File: config.mk
export PLATFORM = sky130hd
export DESIGN_NAME = instruction_decoder_pipe
export DESIGN_NICKNAME = d
export VERILOG_FILES = /design/src/rtl/instruction_decoder_pipe.sv
export SDC_FILE = /design/constraint.sdc
export NUM_CORES = 1
export LEC_CHECK = 0
export BUFFER_PORTS_ARGS = -buffer_cell sky130_fd_sc_hd__buf_2
export CAP_MARGIN = 20
export CORE_MARGIN = 4
export CORE_UTILIZATION = 52
export CTS_CLUSTER_DIAMETER = 50
export DETAILED_ROUTE_END_ITERATION = 16
export GPL_TIMING_DRIVEN = 1
export PLACE_DENSITY = 0.85
export SETUP_SLACK_MARGIN = 0.15
export SLEW_MARGIN = 10
export SYNTH_ARGS = -nofsm -noshare
export SYNTH_HDL_FRONTEND = slang
export SYNTH_SLANG_ARGS = --single-unit
File: constraint.sdc
create_clock -name clk -period 1.91 [get_ports clk]
set_input_delay 0.382 -clock clk [delete_from_list [all_inputs] [get_ports clk]]
set_output_delay 0.382 -clock clk [all_outputs]
set_load 0.01 [all_outputs]
File: src/rtl/instruction_decoder_pipe.sv
// Purpose: decodes the mode field of an instruction word into one-hot + index, extracts operand, flags disabled modes, counts retired decodes.
// Latency: 1 cycle from accept to output when the output register is empty or firing.
// Backpressure: 2-entry skid (output reg + skid reg); in_ready is registered (~skid valid), never combinational on out_ready.
module instruction_decoder_pipe #(
  parameter int INSTR_W = 8,
  parameter int MODE_W  = 2,
  parameter int CNT_W   = 16
) (
  input  logic                      clk,
  input  logic                      rst_n,
  input  logic                      in_valid,
  output logic                      in_ready,
  input  logic [INSTR_W-1:0]        instruction,
  input  logic [(2**MODE_W)-1:0]    mode_en,
  output logic                      out_valid,
  input  logic                      out_ready,
  output logic [(2**MODE_W)-1:0]    mode,
  output logic [MODE_W-1:0]         mode_idx,
  output logic [INSTR_W-MODE_W-1:0] operand,
  output logic                      illegal,
  input  logic                      clear_count,
  output logic [CNT_W-1:0]          decode_count
);

  localparam int NMODE = 2**MODE_W;
  localparam int OP_W  = INSTR_W - MODE_W;

  typedef struct packed {
    logic [NMODE-1:0]  mode;
    logic [MODE_W-1:0] idx;
    logic [OP_W-1:0]   operand;
    logic              illegal;
  } entry_t;

  logic              or_vld_q, or_vld_d;
  entry_t            or_dat_q, or_dat_d;
  logic              sk_vld_q, sk_vld_d;
  entry_t            sk_dat_q, sk_dat_d;
  logic [CNT_W-1:0]  cnt_q, cnt_d;

  logic              accept;
  logic              fire;
  logic              or_free;
  logic [MODE_W-1:0] field;
  entry_t            dec;

  assign field   = instruction[INSTR_W-1 -: MODE_W];
  assign accept  = in_valid & ~sk_vld_q;
  assign fire    = or_vld_q & out_ready;
  assign or_free = ~or_vld_q | out_ready;

  // Decode the incoming word; the enable mask is frozen into the entry here.
  always_comb begin
    dec         = '0;
    dec.idx     = field;
    dec.operand = instruction[OP_W-1:0];
    dec.illegal = ~mode_en[field];
    for (int k = 0; k < NMODE; k++) begin
      dec.mode[k] = (field == MODE_W'(k)) & mode_en[k];
    end
  end

  // Two-entry FIFO steering: skid drains into the output register before new words.
  always_comb begin
    or_vld_d = or_vld_q;
    or_dat_d = or_dat_q;
    sk_vld_d = sk_vld_q;
    sk_dat_d = sk_dat_q;
    if (or_free) begin
      if (sk_vld_q) begin
        // in_ready is low while the skid is full, so no accept can collide here.
        or_vld_d = 1'b1;
        or_dat_d = sk_dat_q;
        sk_vld_d = 1'b0;
      end else if (accept) begin
        or_vld_d = 1'b1;
        or_dat_d = dec;
      end else begin
        or_vld_d = 1'b0;
      end
    end else if (accept) begin
      sk_vld_d = 1'b1;
      sk_dat_d = dec;
    end
  end

  // Retired-decode counter; clear wins over a simultaneous fire.
  always_comb begin
    cnt_d = cnt_q;
    if (clear_count) begin
      cnt_d = '0;
    end else if (fire) begin
      cnt_d = cnt_q + CNT_W'(1);
    end
  end

  // State registers; reset discards any in-flight entries.
  always_ff @(posedge clk or negedge rst_n) begin
    if (!rst_n) begin
      or_vld_q <= 1'b0;
      or_dat_q <= '0;
      sk_vld_q <= 1'b0;
      sk_dat_q <= '0;
      cnt_q    <= '0;
    end else begin
      or_vld_q <= or_vld_d;
      or_dat_q <= or_dat_d;
      sk_vld_q <= sk_vld_d;
      sk_dat_q <= sk_dat_d;
      cnt_q    <= cnt_d;
    end
  end

  assign in_ready     = ~sk_vld_q;
  assign out_valid    = or_vld_q;
  assign mode         = or_dat_q.mode;
  assign mode_idx     = or_dat_q.idx;
  assign operand      = or_dat_q.operand;
  assign illegal      = or_dat_q.illegal;
  assign decode_count = cnt_q;

endmodule
==> results of run 1 <==
final cells by class:
class	instances	area [µm²]
fill	320	1240
sequential	44	1110
multi-input combinational	150	861
timing repair buffer	54	288
clock buffer	5	68.8
tap	48	60.1
clock inverter	3	42.5
inverter	4	15.0
power by group through the flow:
stage	Combinational (mW)	Sequential (mW)	Clock, mW
detailed placement	0.345	1.12	0
global placement	0.336	1.12	0
floorplan	0.168	1.14	0
CTS	0.347	1.11	0.717
global route	0.387	1.12	0.768
finish	0.340	1.11	0.697
cell usage in the layout, fill, tap and decap left out, types with 7 or more instances in the layout:
cell / n
buf_2: 47
a21oi_1: 22
nand2_1: 36
nor2_1: 30
dfrtp_1: 38
buf_4: 7
xnor2_1: 7
mux2i_1: 8
worst paths after layout:
check / startpoint / endpoint / slack [ns]
worst max-delay path: decode_count[3] / decode_count[13] / 0.16
worst min-delay path: rst_n / decode_count[6] / 0.009
worst max register to register: decode_count[3] / decode_count[13] / 0.16
worst min register to register: sk_dat_q[6] / sk_dat_q[6] / 0.48
max in group asynchronous: rst_n / decode_count[3] / 1.33
min in group clk: instruction[5] / sk_dat_q[6] / 0.29
synth_stat cells:
library cell / n / area [µm²]
a21oi_1: 22 / 110
buf_2: 1 / 5.00
clkbuf_1: 8 / 30.0
dfrtp_1: 44 / 1100
ha_1: 1 / 12.5
inv_1: 4 / 15.0
mux2_2: 1 / 11.3
mux2i_1: 8 / 80.1
mux4_2: 1 / 22.5
nand2_1: 36 / 135
nand2_2: 1 / 6.26
nand2b_1: 1 / 6.26
nand3_1: 7 / 35.0
nand3b_1: 2 / 15.0
nand4_1: 2 / 12.5
nand4_4: 1 / 21.3
nor2_1: 30 / 113
nor2b_1: 1 / 6.26
nor3_1: 5 / 25.0
nor3b_1: 1 / 7.51
nor4_1: 2 / 12.5
o21ai_0: 6 / 30.0
o31ai_1: 2 / 15.0
o41ai_1: 1 / 8.76
or3_1: 1 / 6.26
or3_2: 1 / 7.51
or3_4: 1 / 11.3
or3b_1: 1 / 8.76
or3b_2: 1 / 8.76
or4_1: 1 / 7.51
or4_2: 2 / 17.5
xnor2_1: 7 / 61.3
xor2_1: 4 / 35.0
flip-flops by register name, indices dropped and copies added, names as in the netlist:
register and flops:
sk_dat_q 13, sk_vld_q 1, mode 4, out_valid 1
decode_count 16, illegal 1, operand 6, mode_idx 2
worst max-delay path: stages (launching register included):
cell     delay [ns]
dfrtp_2        0.44
nand4_4        0.18
or3_4          0.40
or4_1          0.50
a21oi_1        0.15
layer usage:
| metal | global-route usage (%) | up-vias | wire (µm) |
|---|---|---|---|
| li1 | - | 806 | - |
| met1 | 24.1 | 801 | 1980 |
| met2 | 30.4 | 45 | 2050 |
| met3 | 5.90 | 7 | 261 |
| met4 | 5.96 | 0 | 46 |
| met5 | 0 | - | 0 |
kinds of logic after synthesis:
logic type,Yosys count
muxes,10
DFF,44
and+or+nand+nor,97
AOI/OAI and AO/OA,31
buffers and inverters,13
adders and majority gates,1
xor gates and xnor gates,11
through the flow:
step / setup slack (ns) / total power [mW] / util, %
after floorplan: 0.210 / 1.31 / -
after global placement: 0.147 / 1.45 / 62.7
after detailed placement: 0.100 / 1.47 / 62.7
after CTS: 0.152 / 2.17 / 65.9
after global routing: 0.107 / 2.28 / 66.2
final: 0.163 / 2.15 / 66.2
==> summary.md, run 1 <==
| Metric | Value |
|---|---|
| ANT cells | `0` |
| PostCTS Resize Cnt | `2` |
| # DRC | `0` |
| Nets | `277` |
| Hold Violations, Final | `0` |
| Via count | `1659` |
| Register-to-Register Path Depth | `4` |
| Max Clk Rate | `572 MHz` |
| Worst Hold Margin | `0.00880 ns` |
| P_leak | `1.14 nW` |
| First-pass GRT wire length | `7430 µm` |
| Setup CP Type | `reg2reg` |
| Vias in the first global route | `1622` |
| PortBufs | `47` |
| Cts bufs inserted | `5` |
| CTS tree | `built` |
| Clock root buffer | `clkbuf_8` |
| CP endpoint kind | `register` |
| Sequential power share | `51.7%` |
| DP Cell Count | `300` |
| Rel. slew slack | `72.0%` |
| CTS H-tree depth | `2` |
| GR Overflow Total | `0` |
| Adder-cell share of the synthesized area | `0.625%` |
| Post-Synth XOR/XNOR Area | `4.82%` |
| Total track usage | `18.8%` |
| Comb power frac | `15.9%` |
| Post-Syn Nets | `225` |
| Design Area, Final | `2440 µm²` |
| RSZ-0062 raised after global routing | `yes` |
| Synth cell types | `33` |
| Simple-Gate Fraction of Synth Area | `23.1%` |
| Share of cells above drive strength 1 | `30.4%` |
| Placed cell areas | `2310 µm²` |
| Clock Latency Late Sink | `0.29 ns` |
| Pwr per Cell Area | `878 nW/µm²` |
| Antenna viol nets, final | `0` |
| Num ports | `48` |
| CP arrival | `1.97 ns` |
| Area Growth Syn to Fin | `22.1%` |
| Main combinational cell family by area after synthesis | `simple AND/OR/NAND/NOR gates` |
| Warnings from Yosys | `0` |
| Startpoint Class | `register` |
| Initial antenna violation count | `0` |
| Min-delay worst type | `in2async` |
| Worst clock skew | `0.00488 ns` |
| Mean Syn Cell Area | `9.67 µm²` |
| Die Wd | `70.0 µm` |
| Slew Limit Fails | `0` |
| Compound-Gate Fraction of Synth Area | `8.19%` |
| Post-CTS Setup Inserts | `0` |
| Initial Util | `54.2%` |
| WL/cell | `14.1 µm` |
| CTS Buffer Depth | `2` |
| Run status | `complete, no violations` |
| Iteration-0 DRC Markers | `130` |
| Clock Sinks | `44` |
| Setup tns final | `0 ns` |
| DPL Wire Length | `3120 µm` |
| Final setup fails | `0` |
| Die Ht | `70.0 µm` |
| DR pass1 iterations | `4` |
| Synth Register Bits | `44` |
| Worst-margin pin slew | `0.420 ns` |
| Final worst-path cycle share | `91.5%` |
| Die area | `4900 µm²` |
| Worst-path maximum fanout | `7` |
| Detailed-route wire length | `4340 µm` |
| Layout Cells excl Fill | `308` |
| Largest net degree at the start of global routing | `19` |
| Tmin final | `1.75 ns` |
| Cell Area, Synth | `2000 µm²` |
| Gpl congestion | `0.827` |
| Core ar. | `3690 µm²` |
| Sw power | `0.573 mW` |
| Sw Ratio | `26.7%` |
| CTS Hold Bufs | `0` |
| Row cnt | `22` |
| Max Cap Viol | `0` |
| Sequential area share after synthesis | `55.0%` |
| Vias per Instance | `5.39` |
| Required time of the critical path | `2.13 ns` |
| Synthesized instance count | `207` |
| Clock share of power | `32.5%` |
| Reg clk slew, reported paths | `0.08 ns` |
| Cell Int Power | `1.57 mW` |
| Post-synthesis mux area share | `5.69%` |
| Worst vdd ir | `0.000505 V` |
No activity file was read; power rests on OpenSTA's default activity.
==> run 2: changes to the inputs <==
--- a/config.mk
+++ b/config.mk
@@ -7,7 +7,6 @@
 export LEC_CHECK = 0
 export BUFFER_PORTS_ARGS = -buffer_cell sky130_fd_sc_hd__buf_2
 export CAP_MARGIN = 20
-export CORE_MARGIN = 4
 export CORE_UTILIZATION = 52
 export CTS_CLUSTER_DIAMETER = 50
 export DETAILED_ROUTE_END_ITERATION = 16
==> run 2 against run 1 <==
  * Fmax is 3.2% higher
  * Count of clock-buffer cells in the layout is 2 higher
  * Sequential share of layout area is 0.56 points lower
  * Worst hold slack better by 0.025 ns
  * Critical path type unchanged
  * Register-to-register slack better by 0.05 ns
  * First-iteration DRC count is 45% lower
  * Utilization is 0.68 points higher
  * Largest cell class unchanged
  * Largest power group unchanged
==> summary.md, run 2 (synthesis results as in run 1) <==
| Metric | Value |
|---|---|
| Area Growth Syn to Fin | `23.4%` |
| Initial Util | `54.2%` |
| Comb power frac | `16.7%` |
| Row cnt | `22` |
| Largest stage delay, worst path | `0.50 ns` |
| Largest net degree at the start of global routing | `26` |
| Clock root buffer | `clkbuf_8` |
| Run status | `complete, no violations` |
| Worst-path cell chain | `nand3_4, or3_4, or4_1, a21oi_1` |
| Worst-path maximum fanout | `6` |
| Worst clock skew | `0.00390 ns` |
| CTS H-tree depth | `2` |
| Core ar. | `3690 µm²` |
| GR Overflow Total | `0` |
| Max Clk Rate | `591 MHz` |
| Rel. slew slack | `69.1%` |
| Vias per Instance | `5.13` |
| Final worst-path cycle share | `88.7%` |
| Pwr per Cell Area | `837 nW/µm²` |
| Vias in the first global route | `1585` |
| Cell Int Power | `1.51 mW` |
| Share of cells above drive strength 1 | `30.2%` |
| Nets | `280` |
| DP Cell Count | `299` |
| Fill cell total of the finished layout | `312` |
| Worst vdd ir | `0.000573 V` |
| Worst Hold Margin | `0.0343 ns` |
| Sw power | `0.553 mW` |
| Most frequent cells in the layout | `buf_2, dfrtp_1, nand2_1` |
| Slew Limit Fails | `0` |
| Cts bufs inserted | `5` |
| CTS Buffer Depth | `2` |
| First-pass GRT wire length | `6920 µm` |
| Total track usage | `22.3%` |
| Sequential power share | `53.7%` |
| Slowest-stage cell, CP | `or4_1` |
| ANT cells | `0` |
| DR pass1 iterations | `4` |
| # DRC | `0` |
| WP buf/inv | `0` |
| Initial antenna violation count | `0` |
| Worst-margin pin slew | `0.463 ns` |
| Die Ht | `64.0 µm` |
| Max reg flops | `16` |
| Detailed-route wire length | `4120 µm` |
| Clock Sinks | `44` |
| CP endpoint kind | `register` |
| Area of the multi-input gates | `868 µm²` |
| Min-delay worst type | `in2async` |
| Hold Violations, Final | `0` |
| CP delay by family, top | `simple AND/OR/NAND/NOR gates` |
| Setup tns final | `0 ns` |
| Commonest non-fill, non-tap cell in the layout | `buf_2` |
| Seq. cell area | `1110 µm²` |
| Reg clk slew, reported paths | `0.07 ns` |
| Max Cap Viol | `0` |
| PortBufs | `47` |
| Num ports | `48` |
| RSZ-0062 raised after global routing | `yes` |
| Final setup fails | `0` |
| Die Wd | `64.0 µm` |
| Die area | `4100 µm²` |
| Clock share of power | `29.6%` |
| Via count | `1591` |
| CP arrival | `1.91 ns` |
| Clock Latency Late Sink | `0.29 ns` |
| Startpoint Class | `register` |
| Tmin final | `1.69 ns` |
| P_leak | `1.16 nW` |
| Gpl congestion | `0.853` |
| Setup CP Type | `reg2reg` |
| Iteration-0 DRC Markers | `71` |
| WL/cell | `13.3 µm` |
| Sw Ratio | `26.8%` |
| Required time of the critical path | `2.13 ns` |
| Layout Cells excl Fill | `310` |
| Antenna viol nets, final | `0` |
| CTS tree | `built` |
| DPL Wire Length | `2900 µm` |
run 2: through the flow:
stage	setup WS [ns]	power, mW	util [%]	instance area, µm²
2_1_floorplan	0.210	1.31	-	2000
3_3_place_gp	0.147	1.45	62.9	2320
3_5_place_dp	0.110	1.47	62.9	2320
4_1_cts	0.155	2.08	65.6	2420
5_1_grt	0.113	2.19	66.9	2470
6_report	0.217	2.07	66.9	2470
run 2: what timing repair did:
| action | 4_1_cts | 5_1_grt |
|---|---|---|
| buffers inserted | 0 | 4 |
| setup endpoints to repair | 1 | 2 |
| pin swaps | 0 | 0 |
| resized for setup | 2 | 5 |
| hold buffers | 0 | 0 |
run 2: worst paths after layout:
kind / startpoint / end / slack (ns) / cells after the start
max in group asynchronous: rst_n / out_valid / 1.38 / 2
worst min register to register: sk_dat_q[5] / sk_dat_q[5] / 0.48 / 2
worst max register to register: decode_count[1] / decode_count[13] / 0.22 / 4
min in group clk: instruction[5] / sk_dat_q[6] / 0.30 / 3
worst max-delay path: decode_count[1] / decode_count[13] / 0.22 / 4
worst min-delay path: rst_n / decode_count[6] / 0.03 / 1
run 2: cell type report:
| cell class | count | area share, % |
|---|---|---|
| Sequential cell | 44 | 44.8 |
| Multi-Input combinational cell | 150 | 35.2 |
| Timing Repair Buffer | 57 | 13.1 |
| Clock buffer | 7 | 3.90 |
| Tap cell | 48 | 2.43 |
| Inverter | 4 | 0.608 |
run 2: power groups by stage:
stage / sequential, mW / clock [mW] / combinational (mW)
2_1_floorplan: 1.14 / 0 / 0.168
3_3_place_gp: 1.12 / 0 / 0.333
3_5_place_dp: 1.12 / 0 / 0.345
4_1_cts: 1.11 / 0.630 / 0.344
5_1_grt: 1.12 / 0.679 / 0.388
6_report: 1.11 / 0.612 / 0.345
run 2: layer usage:
metal / share of wire [%] / vias up / GRT usage [%]
met5: 0 / - / 0
li1: - / 806 / -
met4: 1.5 / 0 / 9.38
met3: 5.6 / 6 / 6.43
met1: 45 / 733 / 26.6
met2: 48 / 46 / 37.6
run 2: worst reg2reg max path, stage by stage, from the launching register on:
cell	delay, ns
dfrtp_1	0.44
nand3_4	0.12
or3_4	0.41
or4_1	0.50
a21oi_1	0.15
==> run 3: changes to the inputs <==
--- a/config.mk
+++ b/config.mk
@@ -7,12 +7,12 @@
 export LEC_CHECK = 0
 export BUFFER_PORTS_ARGS = -buffer_cell sky130_fd_sc_hd__buf_2
 export CAP_MARGIN = 20
+export CORE_ASPECT_RATIO = 0.75
 export CORE_UTILIZATION = 52
 export CTS_CLUSTER_DIAMETER = 50
 export DETAILED_ROUTE_END_ITERATION = 16
 export GPL_TIMING_DRIVEN = 1
 export PLACE_DENSITY = 0.85
-export SETUP_SLACK_MARGIN = 0.15
 export SLEW_MARGIN = 10
 export SYNTH_ARGS = -nofsm -noshare
 export SYNTH_HDL_FRONTEND = slang
==> run 3 against run 2 <==
  * Clock power down 3.9%
  * Sequential cell count is the same
  * Clock skew rose by 0.00094 ns
  * First-iteration DRC count grew 35%
  * Final cell count up 0.97%
  * Sequential power hardly changed
==> summary.md, run 3 (synthesis results as in run 1) <==
| Metric | Value |
|---|---|
| Die area | `4100 µm²` |
| CP endpoint kind | `register` |
| Max reg flops | `16` |
| Worst-margin pin slew | `0.493 ns` |
| PostCTS Resize Cnt | `0` |
| Gr busiest metal | `met2` |
| Reg clk slew, reported paths | `0.08 ns` |
| Most frequent cells in the layout | `buf_2, dfrtp_1, nand2_1` |
| Initial Util | `54.6%` |
| Slew Limit Fails | `0` |
| Rel. slew slack | `67.1%` |
| Pwr per Cell Area | `839 nW/µm²` |
| CTS H-tree depth | `2` |
| Cts bufs inserted | `5` |
| Share of cells above drive strength 1 | `26.8%` |
| Setup tns final | `0 ns` |
| Antenna viol nets, final | `0` |
| Max Clk Rate | `563 MHz` |
| Num ports | `48` |
| Worst-path maximum fanout | `6` |
| CTS Hold Bufs | `0` |
| GR Overflow Total | `0` |
| DR pass1 iterations | `8` |
| Min-delay worst type | `in2async` |
| Startpoint Class | `register` |
| WL/cell | `12.7 µm` |
| Tmin final | `1.78 ns` |
| Max Cap Viol | `0` |
| P_leak | `1.15 nW` |
| Initial antenna violation count | `0` |
| Row cnt | `19` |
| Run status | `complete, no violations` |
| Vias per Instance | `5.17` |
| Vias in the first global route | `1500` |
| RSZ-0062 raised after global routing | `no` |
| Commonest non-fill, non-tap cell in the layout | `buf_2` |
| # DRC | `0` |
| Final Power | `2.04 mW` |
| Met2 Usage GRT | `34.1%` |
| Worst vdd ir | `0.000518 V` |
| Pre-CTS WS | `0.141 ns` |
| Area Growth Syn to Fin | `21.4%` |
| Via count | `1617` |
| Nets | `278` |
| GR Util met3 | `4.53%` |
| Met1 Use GR | `32.2%` |
| Die Wd | `73.6 µm` |
| Final worst slack | `0.134 ns` |
| Clock root buffer | `clkbuf_8` |
| PortBufs | `47` |
| Die Ht | `55.7 µm` |
| Total track usage | `22.6%` |
| Worst clock skew | `0.00484 ns` |
| Placed cell areas | `2340 µm²` |
| Post-CTS Setup Inserts | `0` |
| ANT cells | `0` |
| First-pass GRT wire length | `6950 µm` |
| Final worst-path cycle share | `93.0%` |
| Final setup fails | `0` |
| Clock Sinks | `44` |
| Largest net degree at the start of global routing | `25` |
| Setup CP Type | `reg2reg` |
| Gpl congestion | `0.800` |
| Detailed-route wire length | `3970 µm` |
| DPL Wire Length | `2940 µm` |
| Clock Latency Late Sink | `0.29 ns` |
| CP arrival | `2.00 ns` |
| CTS Buffer Depth | `2` |
| Required time of the critical path | `2.14 ns` |
| Design Area, Final | `2430 µm²` |
| Iteration-0 DRC Markers | `96` |
| Worst Hold Margin | `0.0412 ns` |
| CTS tree | `built` |
| Hold Violations, Final | `0` |
| Core ar. | `3660 µm²` |
## run 3: cell count changes in the layout (fill, tap and decap cells not counted)
cell / before / now
dfrtp_1: 40 / 44
dfrtp_2: 4 / 0
buf_4: 9 / 7
clkbuf_1: 0 / 2
clkbuf_8: 7 / 6
nand3_1: 6 / 7
nand3_4: 1 / 0
nor4_1: 1 / 2
nor4_2: 1 / 0
## run 3: per-layer routing
layer	vias to the layer above	wire length [µm]	share of wire, %
li1	806	-	-
met1	768	1830	46
met2	33	1900	48
met3	10	152	3.8
met4	0	91	2.3
met5	-	0	0
## run 3: where the power goes
group | internal [mW] | switching, mW | leakage [nW]
Clock | 0.295 | 0.293 | 0.0455
Sequential | 1.04 | 0.0599 | 0.561
Combinational | 0.150 | 0.198 | 0.547
## run 3: worst paths after layout
path	startpoint	to	slack (ns)	cells after the start
hold / removal	rst_n	decode_count[13]	0.04	1
setup reg to reg	decode_count[2]	decode_count[13]	0.13	4
max in group asynchronous	rst_n	operand[1]	1.37	2
hold reg to reg	sk_dat_q[1]	sk_dat_q[1]	0.48	2
setup / recovery	decode_count[2]	decode_count[13]	0.13	4
min in group clk	instruction[3]	sk_dat_q[4]	0.29	3
## run 3: critical path: stages (launching register included)
cell and delay [ns]:
dfrtp_1 0.41, nand3_1 0.20, or3_4 0.45, or4_1 0.51, a21oi_1 0.14
## run 3: layout make-up
cell class	instances	area [µm²]
sequential	44	1100
fill	325	1230
clock buffer	8	90.1
timing repair buffer	55	308
tap	52	65.1
inverter	4	15.0
multi-input combinational	150	850
## run 3: metrics by stage
step | util, % | instances
3_5_place_dp | 63.9 | 305
2_1_floorplan | - | 207
4_1_cts | 66.3 | 313
6_report | 66.3 | 313
3_3_place_gp | 63.9 | 305
5_1_grt | 66.3 | 313
